<file path="config.mk">
export PLATFORM = sky130hd
export DESIGN_NAME = cordic_scheduler_flat
export DESIGN_NICKNAME = d
export VERILOG_FILES = /design/src/rtl/cordic_scheduler_pkg.sv /design/src/rtl/cordic_scheduler_if.sv /design/src/rtl/cordic_scheduler_rr_arbiter.sv /design/src/rtl/cordic_scheduler.sv /design/src/flat_wrapper.sv
export SDC_FILE = /design/constraint.sdc
export NUM_CORES = 1
export LEC_CHECK = 0
export BUFFER_PORTS_ARGS = -buffer_cell sky130_fd_sc_hd__clkbuf_2
export CAP_MARGIN = 40
export CORE_MARGIN = 3
export CORE_UTILIZATION = 50
export CTS_BUF_LIST = sky130_fd_sc_hd__clkbuf_8 sky130_fd_sc_hd__clkbuf_16
export CTS_CLUSTER_DIAMETER = 40
export DETAILED_ROUTE_END_ITERATION = 16
export PLACE_DENSITY_LB_ADDON = 0.3
export SYNTH_ARGS = -nofsm -noshare
export SYNTH_HDL_FRONTEND = slang
export SYNTH_SLANG_ARGS = --single-unit
</file>
<file path="constraint.sdc">
create_clock -name CLK -period 4.9 [get_ports CLK]
set_input_delay 0.49 -clock CLK [delete_from_list [all_inputs] [get_ports CLK]]
set_output_delay 0.49 -clock CLK [all_outputs]
set_load 0.02 [all_outputs]
</file>
<file path="src/rtl/cordic_scheduler_pkg.sv">
// Shared definitions for the CORDIC request scheduler.
// Holds default widths, the requester limit and the FSM state encoding.
package cordic_scheduler_pkg;

    localparam int W_DEF    = 13;
    localparam int NREQ_DEF = 4;
    localparam int NREQ_MAX = 8;

    typedef enum logic [1:0] {
        S_IDLE   = 2'd0,
        S_LAUNCH = 2'd1,
        S_WAIT   = 2'd2,
        S_RESP   = 2'd3
    } state_t;

endpackage

</file>
<file path="src/rtl/cordic_scheduler_if.sv">
// Bundle of requester-side and core-side signals around the CORDIC scheduler.
// Modports:
//   slave  - scheduler view: takes req_*, rsp_ready and cordic_ready/pm/am,
//            drives req_ready, cordic_enable/i/q, rsp_valid/pm/am/err.
//   master - environment view (requesters plus the CORDIC core).
interface cordic_scheduler_if
    import cordic_scheduler_pkg::*;
#(
    parameter int NREQ = NREQ_DEF,
    parameter int W    = W_DEF
);

    logic [NREQ-1:0]   req_valid;
    logic [NREQ*W-1:0] req_i;
    logic [NREQ*W-1:0] req_q;
    logic [NREQ-1:0]   req_ready;
    logic              cordic_enable;
    logic [W-1:0]      cordic_i;
    logic [W-1:0]      cordic_q;
    logic              cordic_ready;
    logic [W-1:0]      cordic_pm;
    logic [W-1:0]      cordic_am;
    logic [NREQ-1:0]   rsp_valid;
    logic [NREQ-1:0]   rsp_ready;
    logic [W-1:0]      rsp_pm;
    logic [W-1:0]      rsp_am;
    logic              rsp_err;

    modport slave (
        input  req_valid, req_i, req_q,
        input  cordic_ready, cordic_pm, cordic_am,
        input  rsp_ready,
        output req_ready, cordic_enable, cordic_i, cordic_q,
        output rsp_valid, rsp_pm, rsp_am, rsp_err
    );

    modport master (
        output req_valid, req_i, req_q,
        output cordic_ready, cordic_pm, cordic_am,
        output rsp_ready,
        input  req_ready, cordic_enable, cordic_i, cordic_q,
        input  rsp_valid, rsp_pm, rsp_am, rsp_err
    );

endinterface

</file>
<file path="src/rtl/cordic_scheduler_rr_arbiter.sv">
// Combinational rotating-priority arbiter: first set request from i_ptr upward.
// Ports: i_req (requests), i_ptr (start index), o_grant (one-hot),
//        o_idx (encoded grant), o_any (some request is set).
module cordic_scheduler_rr_arbiter #(
    parameter int NREQ = 4,
    parameter int PW   = 2
) (
    input  logic [NREQ-1:0] i_req,
    input  logic [PW-1:0]   i_ptr,
    output logic [NREQ-1:0] o_grant,
    output logic [PW-1:0]   o_idx,
    output logic            o_any
);

    logic [PW-1:0] w_j;

    always_comb begin
        o_grant = '0;
        o_idx   = '0;
        o_any   = 1'b0;
        w_j     = '0;
        for (int k = 0; k < NREQ; k++) begin
            w_j = PW'((int'(i_ptr) + k) % NREQ);
            if (!o_any && i_req[w_j]) begin
                o_any        = 1'b1;
                o_grant[w_j] = 1'b1;
                o_idx        = w_j;
            end
        end
    end

endmodule

</file>
<file path="src/rtl/cordic_scheduler.sv">
// Shares one CORDIC core among NREQ requesters in round-robin order.
// Ports: CLK, RESET (async, active-high), bus (cordic_scheduler_if.slave).
// Optional CORDIC_TIMEOUT_EN adds a WAIT watchdog reporting rsp_err.
module cordic_scheduler
    import cordic_scheduler_pkg::*;
#(
    parameter int NREQ    = NREQ_DEF,
    parameter int W       = W_DEF,
    parameter int TIMEOUT = 64
) (
    input  logic                CLK,
    input  logic                RESET,
    cordic_scheduler_if.slave   bus
);

    localparam int PW = $clog2(NREQ);

    state_t          r_state;
    logic [PW-1:0]   r_rr_ptr;
    logic [PW-1:0]   r_owner;
    logic            r_enable;
    logic [W-1:0]    r_ci;
    logic [W-1:0]    r_cq;
    logic [W-1:0]    r_pm;
    logic [W-1:0]    r_am;
    logic [NREQ-1:0] r_rsp_valid;

    logic [NREQ-1:0] w_grant;
    logic [PW-1:0]   w_idx;
    logic            w_any;

    cordic_scheduler_rr_arbiter #(
        .NREQ (NREQ),
        .PW   (PW)
    ) u_arb (
        .i_req   (bus.req_valid),
        .i_ptr   (r_rr_ptr),
        .o_grant (w_grant),
        .o_idx   (w_idx),
        .o_any   (w_any)
    );

    // Grant is only offered while idle and out of reset.
    assign bus.req_ready     = (r_state == S_IDLE && !RESET) ? w_grant : '0;
    assign bus.cordic_enable = r_enable;
    assign bus.cordic_i      = r_ci;
    assign bus.cordic_q      = r_cq;
    assign bus.rsp_valid     = r_rsp_valid;
    assign bus.rsp_pm        = r_pm;
    assign bus.rsp_am        = r_am;

`ifdef CORDIC_TIMEOUT_EN
    localparam int CW = $clog2(TIMEOUT + 1);
    logic [CW-1:0] r_cnt;
    logic          r_err;
    assign bus.rsp_err = r_err;
`else
    assign bus.rsp_err = 1'b0;
`endif

    always_ff @(posedge CLK or posedge RESET) begin
        if (RESET) begin
            r_state     <= S_IDLE;
            r_rr_ptr    <= '0;
            r_owner     <= '0;
            r_enable    <= 1'b0;
            r_ci        <= '0;
            r_cq        <= '0;
            r_pm        <= '0;
            r_am        <= '0;
            r_rsp_valid <= '0;
`ifdef CORDIC_TIMEOUT_EN
            r_cnt       <= '0;
            r_err       <= 1'b0;
`endif
        end else begin
            r_enable <= 1'b0;
            unique case (r_state)
                S_IDLE: begin
                    if (w_any) begin
                        r_ci     <= bus.req_i[w_idx*W +: W];
                        r_cq     <= bus.req_q[w_idx*W +: W];
                        r_owner  <= w_idx;
                        r_rr_ptr <= (w_idx == PW'(NREQ - 1))
                                  ? '0 : w_idx + 1'b1;
                        r_enable <= 1'b1;
                        r_state  <= S_LAUNCH;
                    end
                end
                S_LAUNCH: begin
`ifdef CORDIC_TIMEOUT_EN
                    r_cnt   <= '0;
`endif
                    r_state <= S_WAIT;
                end
                S_WAIT: begin
                    // A core result on the expiry cycle takes priority.
                    if (bus.cordic_ready) begin
                        r_pm        <= bus.cordic_pm;
                        r_am        <= bus.cordic_am;
                        r_rsp_valid <= NREQ'(1) << r_owner;
                        r_state     <= S_RESP;
`ifdef CORDIC_TIMEOUT_EN
                        r_err       <= 1'b0;
                    end else if (r_cnt == CW'(TIMEOUT - 1)) begin
                        r_pm        <= '0;
                        r_am        <= '0;
                        r_err       <= 1'b1;
                        r_rsp_valid <= NREQ'(1) << r_owner;
                        r_state     <= S_RESP;
                    end else begin
                        r_cnt       <= r_cnt + 1'b1;
`endif
                    end
                end
                S_RESP: begin
                    if (bus.rsp_ready[r_owner]) begin
                        r_rsp_valid <= '0;
                        r_state     <= S_IDLE;
                    end
                end
                default: r_state <= S_IDLE;
            endcase
        end
    end

endmodule
</file>
<file path="src/flat_wrapper.sv">
// flat-port wrapper written by rule: the top's interface ports become plain ports
module cordic_scheduler_flat import cordic_scheduler_pkg::*;
#(
    parameter int NREQ    = NREQ_DEF,
    parameter int W       = W_DEF,
    parameter int TIMEOUT = 64
)
  (CLK, RESET, bus_req_valid, bus_req_i, bus_req_q, bus_cordic_ready, bus_cordic_pm, bus_cordic_am, bus_rsp_ready, bus_req_ready, bus_cordic_enable, bus_cordic_i, bus_cordic_q, bus_rsp_valid, bus_rsp_pm, bus_rsp_am, bus_rsp_err);
  cordic_scheduler_if #(.NREQ(NREQ), .W(W)) bus_i ();
  input  logic CLK;
  input  logic RESET;
  input wire logic [$bits(bus_i.req_valid)-1:0] bus_req_valid;
  input wire logic [$bits(bus_i.req_i)-1:0] bus_req_i;
  input wire logic [$bits(bus_i.req_q)-1:0] bus_req_q;
  input wire logic [$bits(bus_i.cordic_ready)-1:0] bus_cordic_ready;
  input wire logic [$bits(bus_i.cordic_pm)-1:0] bus_cordic_pm;
  input wire logic [$bits(bus_i.cordic_am)-1:0] bus_cordic_am;
  input wire logic [$bits(bus_i.rsp_ready)-1:0] bus_rsp_ready;
  output wire logic [$bits(bus_i.req_ready)-1:0] bus_req_ready;
  output wire logic [$bits(bus_i.cordic_enable)-1:0] bus_cordic_enable;
  output wire logic [$bits(bus_i.cordic_i)-1:0] bus_cordic_i;
  output wire logic [$bits(bus_i.cordic_q)-1:0] bus_cordic_q;
  output wire logic [$bits(bus_i.rsp_valid)-1:0] bus_rsp_valid;
  output wire logic [$bits(bus_i.rsp_pm)-1:0] bus_rsp_pm;
  output wire logic [$bits(bus_i.rsp_am)-1:0] bus_rsp_am;
  output wire logic [$bits(bus_i.rsp_err)-1:0] bus_rsp_err;
  assign bus_i.req_valid = bus_req_valid;
  assign bus_i.req_i = bus_req_i;
  assign bus_i.req_q = bus_req_q;
  assign bus_i.cordic_ready = bus_cordic_ready;
  assign bus_i.cordic_pm = bus_cordic_pm;
  assign bus_i.cordic_am = bus_cordic_am;
  assign bus_i.rsp_ready = bus_rsp_ready;
  assign bus_req_ready = bus_i.req_ready;
  assign bus_cordic_enable = bus_i.cordic_enable;
  assign bus_cordic_i = bus_i.cordic_i;
  assign bus_cordic_q = bus_i.cordic_q;
  assign bus_rsp_valid = bus_i.rsp_valid;
  assign bus_rsp_pm = bus_i.rsp_pm;
  assign bus_rsp_am = bus_i.rsp_am;
  assign bus_rsp_err = bus_i.rsp_err;
  cordic_scheduler #(.NREQ(NREQ), .W(W), .TIMEOUT(TIMEOUT)) u_core (.CLK(CLK), .RESET(RESET), .bus(bus_i));
endmodule
</file>
* Word-level counts from Yosys, hierarchy flattened
Index checks and enable logic that the tools add are counted.
Storage, ports and cells: logic and storage cells 95, output and inout bits 62, input port bits 141, register bits 63
Operators by class: shift operators 3, multiplexer cells 41, multipliers 1, add/subtract/negate cells 4, equal/unequal tests 7, $lt $le $gt $ge 9, reductions and logical operators 18, bitwise logic cells 3
Operators with widths (number):
- $shiftx 52x7->13 | 2
- $mux 4 | 7
- $mux 2 | 8
- $lt 2x3->1 const B | 5
- $mux 1 | 15
- $or 4x4->4 | 3
- $bmux 1 s2 | 5
- $demux 1 s2 | 4
- $ge 2x1->1 const B | 4
- $logic_and 1x1->1 | 8
- $pmux 2 s4 | 1
- $pmux 4 s2 | 1
- $eq 2x2->1 const B | 3
- $mul 2x4->6 const B | 1
- $reduce_and 3->1 | 2
- $add 2x1->2 const B | 2
- $add 2x2->2 const B | 2
- $logic_not 1->1 | 4
- $ne 2x2->1 const B | 2
- $reduce_and 2->1 | 2
- $shl 1x2->4 const A | 1
- $eq 2x1->1 const B | 1
- $logic_not 2->1 | 1
- $ne 2x1->1 const B | 1
- $reduce_bool 2->1 | 1

* Longest topological paths before layout
Gate-level depths: netlist of the first run.
depth in word-level cells 14, gate-level depth with buffers 12

* Modules after synthesis
A second synthesis of the first run with hierarchy kept.
Unflattened totals: cells, all modules 243, area, all modules 3607.2 µm²
Modules (own cells, without submodules):
- cordic_scheduler | area each 3188.1 µm², cells each 198, instances 1
- cordic_scheduler_rr_arbiter | area each 419.2 µm², cells each 45, instances 1

* Worst setup path before layout of the first run
No wires, ideal clock.
path kind flip-flop to output port, from register u_core.r_rr_ptr[0], to output bus_req_ready[0], required time 4410 ps, slack 1745 ps, buffers on the path 2, data arrival time 2665 ps, cell stages (with the launch flop) 10, cells stage by stage dfrtp_1 > buf_2 > inv_1 > ha_1 > buf_2 > mux4_2 > or2_1 > nor3_1 > a221oi_1 > nor2_1
Between the ends: longest elaborated chain between the ends 13, elaborated cells on any way between the ends 48, those cells by class 3 x add/sub; 8 x order compare; 24 x mux; 3 x bitwise; 10 x reduce/logical
RTL lines:
- from (decl) | line cordic_scheduler.sv:19 | logic [PW-1:0] r_rr_ptr;
- from (signal assigned) | line cordic_scheduler.sv:84 | r_rr_ptr <= (w_idx == PW'(NREQ - 1))
- parallel branches: the longest is 11 deep, another holds $lt 2x3->1
- $mux 4 * | line cordic_scheduler_rr_arbiter.sv:24 | if (!o_any && i_req[w_j]) begin
- $mux 4 * | line cordic_scheduler.sv:44 | assign bus.req_ready = (r_state == S_IDLE && !RESET) ? w_grant : '0;
- to (decl) | line flat_wrapper.sv:19 | output wire logic [$bits(bus_i.req_ready)-1:0] bus_req_ready;
Every way passes the cells marked *. The select of a mux whose other input is x is not followed.

* Worst setup path in the final report of the first run
from register u_core.r_rr_ptr[0], to output bus_req_ready[3]
The elaborated chain is that of the path after synthesis.

==> results.txt, run 1 <==
The worst flop-to-flop path endpoint is u_core.bus.cordic_q[2]. The number of hold violations in the final report came to 0. The initial utilization of the core area, before any placement, comes to just over 50%.

The minimum period implied by the final worst setup slack came out at 4.08 ns. The worst setup slack for register-to-register paths is between 0.9 and 1 ns. The initial antenna violation count came out at 0. The number of vias after detailed routing came out at just over 4,000.

The worst slack after detailed placement came out at 1.03 ns. The worst path required time is 4.41 ns. The synthesized-area fraction occupied by adder cells came out at just over 3%.

The share of layout cells above drive strength 1 is approximately 43%. In the synthesized netlist the dominant register cell turns out to be sky130_fd_sc_hd__dfrtp_1. The run finished with clean final reports. After synthesis, the largest family of logic cells by area is compound AO/OA/AOI/OAI gates.

In this run the horizontal extent of the chip is approximately 96 um. During synthesis, Yosys emitted a total of 0 warnings. The flip-flop and latch count after synthesis came out at 63. The count of nets left with antenna violations once routing finished came out at 0. The global-route usage over all layers came out at 28.0%. The worst setup path is of the reg -> out kind. TritonCTS built the clock tree. Ranked by total cell area, the synthesized netlist is headed by sky130_fd_sc_hd__dfrtp_1 39%, sky130_fd_sc_hd__mux2_2 7.8%, sky130_fd_sc_hd__o211ai_1 7.3%. The worst slew margin relative to its limit is between 30% and 40%. The number of distinct library cell variants in the gate-level netlist after synthesis came out at 39.

The cell count after placement came out at about 700. The path with the worst hold slack has its endpoint at u_core.bus.rsp_am[2]. The clock passes through at most 2 buffers.

The final layout net count is 758. The fraction of registers with async set/reset is between 90% and 100%. The number of DRC violations after detailed-routing iteration 0 is a little under 200. The floorplan die height came out at approximately 96 um. For this run, the register share of the synthesized area comes to roughly two fifths. For this design the static power due to leakage is around 2.7 nW. The first global-routing pass estimated between 15,000 and 20,000 um of wire. Averaged over all synthesized cells, the footprint is 9.57 um2.

Counting instances, the worst hold path has a depth of 2. The summed instance area of the synthesized netlist is a little over 0.004 mm2. After detailed routing, the number of vias per cell comes to between 5 and 6. The worst-skew pair later-pin latency came out at approximately 0.35 ns. The number of cells on the worst reg-to-reg path is 8. The buffering stage count on the worst path with inverters included came out at 2. The transition at the pin with the smallest max-transition slack is between 0.9 and 1 ns. For this run, the top clock speed supported by timing is 245 MHz. The library cell used as clock root buffer is sky130_fd_sc_hd__clkbuf_8. The number of cell rows came out at 32. In this run the number of H-tree levels came out at 3.

The total power per unit cell area came out at 741 mW/mm2. The number of I/O pins came out at ~200. The stage delay of the slowest cell on the critical path came out at slightly below 0.7 ns. The min-delay analysis places its worst path in the category in -> reg.

The multiplexer share of the synthesized area is between 10 and 15%. The final number of setup-violating endpoints is 0. The final routed wire length divided by cell count came out at ~18 um. The congestion estimate from routability-driven global placement came to 0.878. The clock-pin slew reported for the worst setup and hold paths after clock tree synthesis came out at 0.07 ns. The total count of max-transition violations in the final report is 0. The die covers 0.00917 mm2. The type of element capturing the critical path is a primary output. The share of the synthesized netlist area taken by xor and xnor gates came out at less than 1%. The CTS buffer count is 9.

The number of global-route vias before repair came to roughly 4,000. The placeable core area is 0.00777 mm2. The worst register-to-register path begins at u_core.r_rr_ptr[0]. During placement, the flow inserted port buffers numbering about 200. The launching element type of the critical path is a register. The total grt overflow is 0. The clock skew came out at approximately 0.007 ns. The largest delay contributor family on the critical path is simple AND/OR/NAND/NOR gates. The critical path goes through inv_1 -> ha_1 -> mux4_2 -> or2_1 -> nor3_1 -> a221oi_1 -> nor2_1 -> clkbuf_2. The relative area change from synthesis to final layout is 32.7%. The worst-case setup margin in the final layout came out at about 0.82 ns. Data on the critical path arrives at its endpoint at roughly 3.6 ns. The beginning of the worst hold path is bus_cordic_am[2]. Of the total synthesized cell area, the portion taken by AND, OR, NAND and NOR gates is under 10%. The largest voltage drop on the vdd net is 0.348 mV.

The synthesized-area fraction occupied by ao, oa, aoi and oai cells is approximately 26%. The half-perimeter wire length of the detailed placement result came out at about 9700 um. Synthesis produced a netlist whose cell count is between 400 and 500. Max-cap violations in this run came to 0.

The final setup TNS is 0 ns. The tree built by TritonCTS fans out to 63 sinks. After clock tree synthesis, the repair step resized 0 gates. The largest net degree at the start of global routing is 64. The slowest stage of the critical path is the sky130_fd_sc_hd__dfrtp_1 cell. Along the worst path, the maximum fanout reaches 14.

The number of nets produced by synthesis is 572. The post-detailed-route DRC marker count is 0. Buffers inserted to repair hold after CTS numbered 0. Ranked by instance count, the synthesized netlist is headed by 63 x sky130_fd_sc_hd__dfrtp_1, 39 x sky130_fd_sc_hd__o211ai_1, 35 x sky130_fd_sc_hd__inv_1, 35 x sky130_fd_sc_hd__nand2_1, 28 x sky130_fd_sc_hd__mux2_2. The top cell type's share of synthesized area is between 30% and 40%. For this run, the share of the core covered by cells in the final layout is about 69%. The non-filler instance count after layout came out at a little over 700.

The leading cell type by number of instances after synthesis is sky130_fd_sc_hd__dfrtp_1. Setup repair after global routing left no endpoint under its margin. The first detailed-routing pass ran for 4 iterations. The final clock period utilization by the worst path came out at a little over four fifths. The final routed wirelength across all metal layers is 12,800 um.

The post-CTS repair timing setup buffer count is 0. The cell accounting for the most synthesized area is sky130_fd_sc_hd__dfrtp_1. The number of diodes added for antenna fixing came out at 0. In this run, synthesis inferred 0 flip-flops with an integrated enable.
-- per-stage QoR --
step | hold slack, ns | area, um2 | power [mW]
floorplan | 0.489 | 4030 | 2.74
global placement | 0.462 | 5080 | 3.32
detailed placement | 0.472 | 5150 | 3.50
CTS | 0.353 | 5350 | 3.96
global route | 0.361 | 5350 | 4.23
finish | 0.367 | 5350 | 3.96
-- cell usage in the layout, fill, tap and decap left out, types with 6 or more instances in the layout --
cell type,n
sky130_fd_sc_hd__clkbuf_2,201
sky130_fd_sc_hd__dfrtp_1,63
sky130_fd_sc_hd__o211ai_1,39
sky130_fd_sc_hd__nand2_1,35
sky130_fd_sc_hd__inv_1,34
sky130_fd_sc_hd__mux2_2,28
sky130_fd_sc_hd__nor2_1,27
sky130_fd_sc_hd__o21ai_0,20
sky130_fd_sc_hd__mux2i_1,19
sky130_fd_sc_hd__a221oi_1,18
sky130_fd_sc_hd__o32a_1,15
sky130_fd_sc_hd__o21a_1,14
sky130_fd_sc_hd__nor3b_1,13
sky130_fd_sc_hd__o21ai_1,12
sky130_fd_sc_hd__ha_1,10
sky130_fd_sc_hd__clkbuf_8,9
sky130_fd_sc_hd__buf_4,6
-- kinds of logic (layout without fill, tap and decap cells) --
| group | count (synthesis) | after routing |
|---|---|---|
| AOI/OAI and AO/OA | 137 | 137 |
| and+or+nand+nor | 86 | 86 |
| buffers and inverters | 71 | 262 |
| DFF | 63 | 63 |
| muxes | 51 | 51 |
| adders and majority gates | 10 | 10 |
| xor gates and xnor gates | 2 | 2 |
| other | 1 | 1 |
-- sequential cells by signal (all words and copies together) (netlist names) --
name and flops:
u_core.bus.cordic_enable 1, u_core.r_owner 2, u_core.r_state 2, u_core.bus.rsp_pm 13, u_core.bus.cordic_q 13, u_core.bus.cordic_i 13
u_core.r_rr_ptr 2, u_core.bus.rsp_valid 4, u_core.bus.rsp_am 13
-- area by class of cell --
type                       count  area [um2]
fill                         639        2420
multi-input combinational    287        2200
sequential                    63        1580
timing repair buffer         210        1110
inverter                      36         135
tap                          102         128
clock buffer                   9         124
clock inverter                 7        72.6
-- where the power goes --
| part | switching (mW) | internal, mW | leakage (nW) |
|---|---|---|---|
| Sequential | 0.177 | 0.788 | 0.768 |
| Clock | 0.218 | 0.235 | 0.0956 |
| Combinational | 1.54 | 1.01 | 1.81 |
| Total | 1.93 | 2.03 | 2.67 |
-- worst max path at each step --
stage	slack [ns]	depth (start not counted)	end	start
after detailed placement	1.03	8	u_core.bus.cordic_q[2]	u_core.r_rr_ptr[0]
after global routing	0.50	8	bus_req_ready[3]	u_core.r_rr_ptr[0]
after floorplan	1.74	9	bus_req_ready[0]	u_core.r_rr_ptr[0]
after global placement	1.0	8	u_core.bus.cordic_q[6]	u_core.r_rr_ptr[0]
after CTS	0.80	8	bus_req_ready[3]	u_core.r_rr_ptr[0]
final	0.82	8	bus_req_ready[3]	u_core.r_rr_ptr[0]
-- layer usage --
metal / global-route usage [%] / vias to the layer above / share of wire (%)
met5: 0 / - / 0
met4: 12.6 / 0 / 3.0
met3: 6.72 / 30 / 7.7
met2: 48.2 / 164 / 52
met1: 33.0 / 1987 / 38
li1: - / 1923 / -
Power figures use the tool's default switching activity.
==> run 2: changes to the inputs <==
- CORE_UTILIZATION: 50 -> 42
- clock period: 4.9 -> 3.3 ns (I/O delays scaled with it)
==> run 2 against run 1 <==
- wire length fell by 0.89%
- die area increased by 18%
- sequential power grew 44%
- total power increased by 52%
- clock skew increased by 0.0024 ns
- via count down 1.2%
- worst hold slack lost 0.15 ns
- global-route usage is 4.8 points lower
- critical endpoint is now u_core.bus.cordic_q[8]
- largest cell class unchanged
- highest routed layer unchanged
==> results.txt, run 2 (synthesis results as in run 1) <==
The fraction of power spent switching nets is 47.9% (-0.86 points). The final number of setup-violating endpoints is 0 (unchanged). The die area is 0.0108 mm2 (+18%). The share of layout cells above drive strength 1 is 44.4% (+1.1 points). The starting utilization of the core area came out at 43.4% (-8.5 points). The number of fill cells is 848 (+33%). The kind of critical path is reg -> reg. The via-per-instance ratio was 5.40 (-6.0%). The number of vias after detailed routing came out at 4,053 (-1.2%). The sequential group share of total power is 23.0% (-1.4 points).

The routability congestion estimate came out at 0.879 (+0.15%). The transition at the pin with the smallest max-transition slack is 0.914 ns (-0.0803 ns). The worst slew margin relative to its limit came to 38.9% (+5.4 points).

The initial antenna violation count came out at 0 (unchanged). The minimum period implied by the final worst setup slack is 3.04 ns. The number of diodes added for antenna fixing is 0 (unchanged). In the layout the commonest cells are 201 x sky130_fd_sc_hd__clkbuf_2, 63 x sky130_fd_sc_hd__dfrtp_1, 39 x sky130_fd_sc_hd__o211ai_1. The flow ran to the end, and the final reports show no timing, DRC or antenna violations. The internal power consumption came out at 3.15 mW (+55%). The max-cap violation count came out at 0 (unchanged). TritonCTS built the clock tree. The final routed wirelength across all metal layers was 12,700 um (-0.89%). The upper clock frequency limit came out at between 300 and 400 MHz.

The number of sinks driven by the clock tree came out at 63 (unchanged). The number of H-tree levels is 3 (unchanged). The path class of the tightest hold or removal check is in -> reg.

The half-perimeter wire length of the detailed placement result came out at 9780 um (+0.50%). The iteration count of the initial detailed-routing pass came out at 5 (+1). The met2 layer usage reported by global route is 40.1% (-8.1 points).

The relative area change from synthesis to final layout is 35.7%. The clock group share of total power was 12.2% (+0.8 points). The die outline width came out at 104 um (+8.5%).

The worst endpoint data arrival time came out at 3.23 ns (-0.36 ns). The leakage power came to 2.73 nW (+2.0%). The clock-pin slew reported for the worst setup and hold paths after clock tree synthesis is 0.08 ns (about the same). The global-route wire length before repair is 20,400 um (+4.3%). The number of hold violations in the final report is 0 (unchanged).

The met3 track demand over resource in global routing was 5.96% (-0.76 points). The number of global-route vias before repair came out at 4,103 (+2.0%). The final routed wire length divided by cell count came out at 17.0 um (-5.6%). The number of hold-repair buffers added at the cts stage was 0 (unchanged). The tree is rooted in a sky130_fd_sc_hd__clkbuf_8. The placeable core area came out at 0.00928 mm2 (+20%). The final layout net count is 767 (+1.2%).

The post-detailed-route DRC marker count is 0 (unchanged). The total power per unit cell area was 1100 mW/mm2 (+49%). The most common cell after layout, fill and taps aside is sky130_fd_sc_hd__clkbuf_2. The number of cell rows is 35 (+9.4%). The post-CTS repair timing setup buffer count came out at 0 (unchanged).

Setup repair after global routing left no endpoint under its margin. The worst-path maximum fanout is 13 (-1). The fraction of power consumed by combinational cells is 64.8% (+0.6 points).

The floorplan die height came out at 104 um (+8.5%). The count of input and output buffers came out at 201 (unchanged). The largest voltage drop on the vdd net came to 0.430 mV (+23%). The number of DRC violations after detailed-routing iteration 0 was 214 (+8.1%).

The clock skew is 0.00941 ns (+0.00239 ns). The global-route usage over all layers came to 23.2% (-4.8 points). The type of element capturing the critical path is a register. The fraction of met1 tracks used by global routing came to 29.2% (-3.9 points). The maximum root-to-sink buffer count is 2 (unchanged). The utilization after layout is 58.9% (-9.9 points). The number of I/O pins came to 203 (unchanged). The total grt overflow is 0 (unchanged). The total count of max-transition violations in the final report is 0 (unchanged). The power dissipated by switching net loads came out at 2.89 mW (+50%). The CTS buffer count is 9 (unchanged). The number of antenna-violating nets in the routed design was 0 (unchanged). The final clock period utilization by the worst path came out at 92.3%. The largest net degree at the start of global routing came out at 64 (unchanged). The worst-skew pair later-pin latency is 0.34 ns (about the same). The final setup TNS came out at 0 ns (unchanged). The worst setup path is launched from a register.

The layer with the highest usage is met2. The worst path required time is 3.49 ns (-0.92 ns).
==> run 2: changes by cell type in the layout (fill, tap and decap cells not counted) <==
cell,before,now
sky130_fd_sc_hd__buf_8,2,0
sky130_fd_sc_hd__ha_1,10,9
sky130_fd_sc_hd__inv_6,1,2
sky130_fd_sc_hd__ha_2,0,1
sky130_fd_sc_hd__clkinvlp_4,2,1
sky130_fd_sc_hd__nor3_1,2,1
sky130_fd_sc_hd__clkinv_2,2,0
sky130_fd_sc_hd__buf_6,0,1
sky130_fd_sc_hd__buf_4,6,16
sky130_fd_sc_hd__clkbuf_8,9,11
sky130_fd_sc_hd__nor3_4,0,1
==> run 2: area by class of cell <==
type,count,area (um2),share of cell area [%]
multi-input combinational,287,2210,40.5
sequential,63,1580,28.8
timing repair buffer,219,1160,21.3
tap,129,161,2.95
clock buffer,11,151,2.77
inverter,36,135,2.47
clock inverter,5,63.8,1.17
==> run 2: repair_timing <==
action                     CTS  global route
gates resized for setup      1             3
setup endpoints to repair    4             4
pin swaps                    0             0
==> run 2: worst max-delay path, cell delays in order (launching register included) <==
cell and delay (ns):
sky130_fd_sc_hd__dfrtp_1 0.35, sky130_fd_sc_hd__inv_1 0.10, sky130_fd_sc_hd__ha_2 0.47, sky130_fd_sc_hd__mux4_2 0.42, sky130_fd_sc_hd__or2_1 0.35, sky130_fd_sc_hd__o41ai_4 0.51
sky130_fd_sc_hd__or2_1 0.51, sky130_fd_sc_hd__o211ai_1 0.19
==> run 2: final timing paths <==
path | startpoint | endpoint | slack [ns] | depth (start not counted)
worst max-delay path | u_core.r_rr_ptr[1] | u_core.bus.cordic_q[8] | 0.26 | 7
worst min-delay path | bus_cordic_pm[5] | u_core.bus.rsp_pm[5] | 0.22 | 2
worst max register to register | u_core.r_rr_ptr[1] | u_core.bus.cordic_q[8] | 0.26 | 7
worst min register to register | u_core.bus.rsp_valid[0] | u_core.bus.rsp_valid[0] | 0.49 | 2
max in group asynchronous | RESET | u_core.bus.cordic_q[3] | 2.51 | 3
min in group asynchronous | RESET | u_core.bus.rsp_pm[1] | 0.28 | 3
==> run 2: per-layer routing <==
layer | vias up | part of all wire (%)
met3 | 8 | 7.9
li1 | 1934 | -
met1 | 1943 | 40
met5 | - | 0
met2 | 168 | 51
met4 | 0 | 0.90
==> run 2: per-stage QoR <==
step / instances / power, mW / hold WS, ns / setup WS, ns / cell area (um2)
2_1_floorplan: 421 / 4.06 / 0.481 / 0.261 / 4030
3_3_place_gp: 733 / 5.09 / 0.465 / 0.371 / 5210
3_5_place_dp: 734 / 5.28 / 0.468 / 0.234 / 5240
4_1_cts: 750 / 6.03 / 0.204 / 0.109 / 5460
5_1_grt: 750 / 6.47 / 0.203 / 0.0635 / 5470
6_report: 750 / 6.04 / 0.220 / 0.255 / 5470
==> run 2: power by group through the flow <==
stage,registers (mW),logic [mW],clock network [mW]
final,1.39,3.91,0.734
after detailed placement,1.40,3.89,0
after global placement,1.38,3.71,0
after floorplan,1.80,2.27,0
after global routing,1.44,4.25,0.782
after CTS,1.39,3.90,0.749
==> run 3: changes to the inputs <==
- RECOVER_POWER: default -> 25
- REMOVE_ABC_BUFFERS: default -> 1
==> run 3 against run 2 <==
- the run now ends with capacitance limit, slew limit left
- critical path depth up 1
- sequential power about the same
- first-iteration DRC count down 7.0%
- non-clock buffer count unchanged
- critical path type is now reg -> out
- critical endpoint is now bus_req_ready[2]
- largest power group unchanged
- highest routed layer unchanged
==> results.txt, run 3 (synthesis results as in run 1) <==
The number of vias after detailed routing is 4,075 (+0.54%). The transition at the pin with the smallest max-transition slack came out at 1.57 ns (+0.654 ns). The final setup TNS is 0 ns (unchanged).

The number of fill cells came out at 865 (+2.0%). The post-detailed-route DRC marker count is 0 (unchanged). The half-perimeter wire length of the detailed placement result was 9340 um (-4.5%). The number of DRC violations after detailed-routing iteration 0 is 199 (-7.0%). The final layout net count came out at 767 (unchanged). Tracing the worst setup path back leads to its startpoint at u_core.r_rr_ptr[1].

The post-CTS repair timing setup buffer count came to 0 (unchanged). In this run the most used layer during global routing was met2. The placeable core area came out at 0.00928 mm2 (unchanged). The number of sinks driven by the clock tree is 63 (unchanged). The worst-path maximum fanout came out at 10 (-3).

The non-filler instance count after layout came out at 750 (unchanged). TritonCTS built the clock tree. The worst flop-to-flop path endpoint is u_core.bus.cordic_q[6]. The via-per-instance ratio is 5.43 (+0.54%). Leaving out fill and tap cells, the most frequent cell in the layout is sky130_fd_sc_hd__clkbuf_2. The max-cap violation count is 1 (+1). Walking the worst path, the cells encountered are inv_1 -> ha_2 -> mux4_2 -> or2_1 -> nor3_2 -> a221oi_1 -> nor2_1 -> clkbuf_2. The floorplan die height is 104 um (unchanged).

The worst path required time came to 2.97 ns (-0.52 ns). The final routed wirelength across all metal layers is 12,400 um (-2.8%). The initial antenna violation count is 0 (unchanged). The critical path ends at bus_req_ready[2].

Clock tree synthesis selected as its root buffer the cell sky130_fd_sc_hd__clkbuf_8. The worst endpoint data arrival time is 2.74 ns (-0.49 ns). The worst reg2reg path startpoint is u_core.r_rr_ptr[1]. The count of input and output buffers was 201 (unchanged).

The largest net degree at the start of global routing was 64 (unchanged). The checks that failed: capacitance limit, slew limit. STA classifies the critical path startpoint as a register. The cell area after layout is 0.00549 mm2 (+0.37%).

The global-route usage over all layers was 23.2% (+0.051 points). The placement-stage cell area is 0.00523 mm2 (-0.14%). The worst setup slack for register-to-register paths came out at 0.30 ns (+0.04 ns).

The number of global-route vias before repair is 4,096 (-0.17%). The number of cell rows came to 35 (unchanged). The worst hold path belongs to the class in -> reg. The minimum period implied by the final worst setup slack came out at 3.07 ns (+0.0251 ns). The total count of max-transition violations in the final report is 64 (+64).

The total grt overflow came out at 0 (unchanged). The total power is 6.15 mW (+1.8%). The largest individual stage delay along the critical path comes from the cell sky130_fd_sc_hd__ha_2. The worst-skew pair later-pin latency came to 0.35 ns (about the same). The number of diodes added for antenna fixing came out at 0 (unchanged). The largest voltage drop on the vdd net is 0.414 mV (-3.5%). The leakage power came out at 2.74 nW (+0.44%). The type of element capturing the critical path is a primary output. Setup repair after global routing left no endpoint under its margin.

The worst slew margin relative to its limit is -4.53% (-43 points). The clock-pin slew reported for the worst setup and hold paths after clock tree synthesis is 0.08 ns (about the same). The cell count after placement was 734 (unchanged). The top cell types in the final layout, fill and taps aside, are 202 x sky130_fd_sc_hd__clkbuf_2, 63 x sky130_fd_sc_hd__dfrtp_1, 39 x sky130_fd_sc_hd__o211ai_1. The total power per unit cell area came out at 1120 mW/mm2 (+1.5%). The stage delay of the slowest cell on the critical path is 0.48 ns (-0.03 ns).

The share of layout cells above drive strength 1 is 44.3% (-0.16 points). The final routed wire length divided by cell count is 16.5 um (-2.8%). The final number of setup-violating endpoints is 0 (unchanged). The iteration count of the initial detailed-routing pass came out at 4 (-1).

The upper clock frequency limit came to 326 MHz (-0.82%). The worst reg-to-reg path cell count came out at 9 (+2). The global-route wire length before repair came out at 20,600 um (+0.95%). Relative to the synthesized area, the layout overhead comes to 36.2%. The number of I/O pins was 203 (unchanged). The flow ran to the end, but the final reports show violations. The starting utilization of the core area came out at 43.4% (unchanged). The die outline width came out at 104 um (unchanged). The routability congestion estimate came out at 0.888 (+0.99%).

The met2 layer usage reported by global route came to 40.4% (+0.32 points). The number of H-tree levels is 3 (unchanged). The CTS buffer count is 9 (unchanged). The fraction of met1 tracks used by global routing was 30.1% (+0.93 points).

The clock skew is 0.0152 ns (+0.00576 ns). The number of hold violations in the final report is 0 (unchanged). The final clock period utilization by the worst path is 93.0% (+0.76 points). The maximum root-to-sink buffer count is 2 (unchanged).

The number of antenna-violating nets in the routed design was 0 (unchanged). The met3 track demand over resource in global routing is 4.03% (-1.9 points). The worst setup path is of the reg -> out kind. The die area was 0.0108 mm2 (unchanged).
-- run 3: changes by cell type in the layout (fill, tap and decap cells not counted), sizes merged --
cell | before | now
inv | 38 | 39
clkinvlp | 1 | 0
clkbuf | 212 | 211
buf | 18 | 17
bufinv | 1 | 3
-- run 3: where the power goes --
group | switching [mW] | internal (mW)
clock | 0.354 | 0.514
combinational | 2.33 | 1.55
sequential | 0.227 | 1.17
-- run 3: repair_timing --
action,CTS,global route
resized for setup,0,3
hold buffers,0,0
endpoints found under the setup margin,0,4
-- run 3: critical path, delay by kind of cell, from the launching register on --
family | cells | cell delay (ns)
and+or+nand+nor | 3 | 0.73
adders and majority gates | 1 | 0.48
muxes | 1 | 0.43
DFF | 1 | 0.35
buffers and inverters | 2 | 0.28
AOI/OAI and AO/OA | 1 | 0.12
-- run 3: cell type report --
| cell class | count | area, um2 | area share (%) |
|---|---|---|---|
| Sequential cell | 63 | 1580 | 28.7 |
| Tap cell | 129 | 161 | 2.94 |
| Inverter | 36 | 135 | 2.46 |
| Clock inverter | 7 | 128 | 2.33 |
| Timing Repair Buffer | 219 | 1150 | 21.0 |
| Multi-Input combinational cell | 287 | 2210 | 40.2 |
| Clock buffer | 9 | 124 | 2.26 |
-- run 3: through the flow --
step                setup slack [ns]  util, %  hold WS (ns)
finish                         0.230     59.1         0.211
global route                  0.0611     59.1         0.196
CTS                           0.0274     59.0         0.200
detailed placement             0.260     56.3         0.472
global placement               0.403     56.3         0.456
floorplan                      -2.04        -         0.481
-- run 3: layer usage --
layer | routed length [um] | share of wire, % | vias up
met1 | 5090 | 41 | 1967
met4 | 108 | 0.87 | 0
met3 | 769 | 6.2 | 8
met2 | 6410 | 52 | 159
met5 | 0 | 0 | -
li1 | - | - | 1941
-- run 3: worst min path at each step --
| stage | startpoint | to | cells past startpoint |
|---|---|---|---|
| floorplan | bus_cordic_am[0] | u_core.bus.rsp_am[0] | 1 |
| global placement | u_core.bus.rsp_valid[0] | u_core.bus.rsp_valid[0] | 2 |
| detailed placement | u_core.bus.rsp_valid[0] | u_core.bus.rsp_valid[0] | 2 |
| CTS | bus_cordic_pm[2] | u_core.bus.rsp_pm[2] | 2 |
| global route | bus_cordic_pm[2] | u_core.bus.rsp_pm[2] | 2 |
| finish | bus_cordic_am[8] | u_core.bus.rsp_am[8] | 2 |
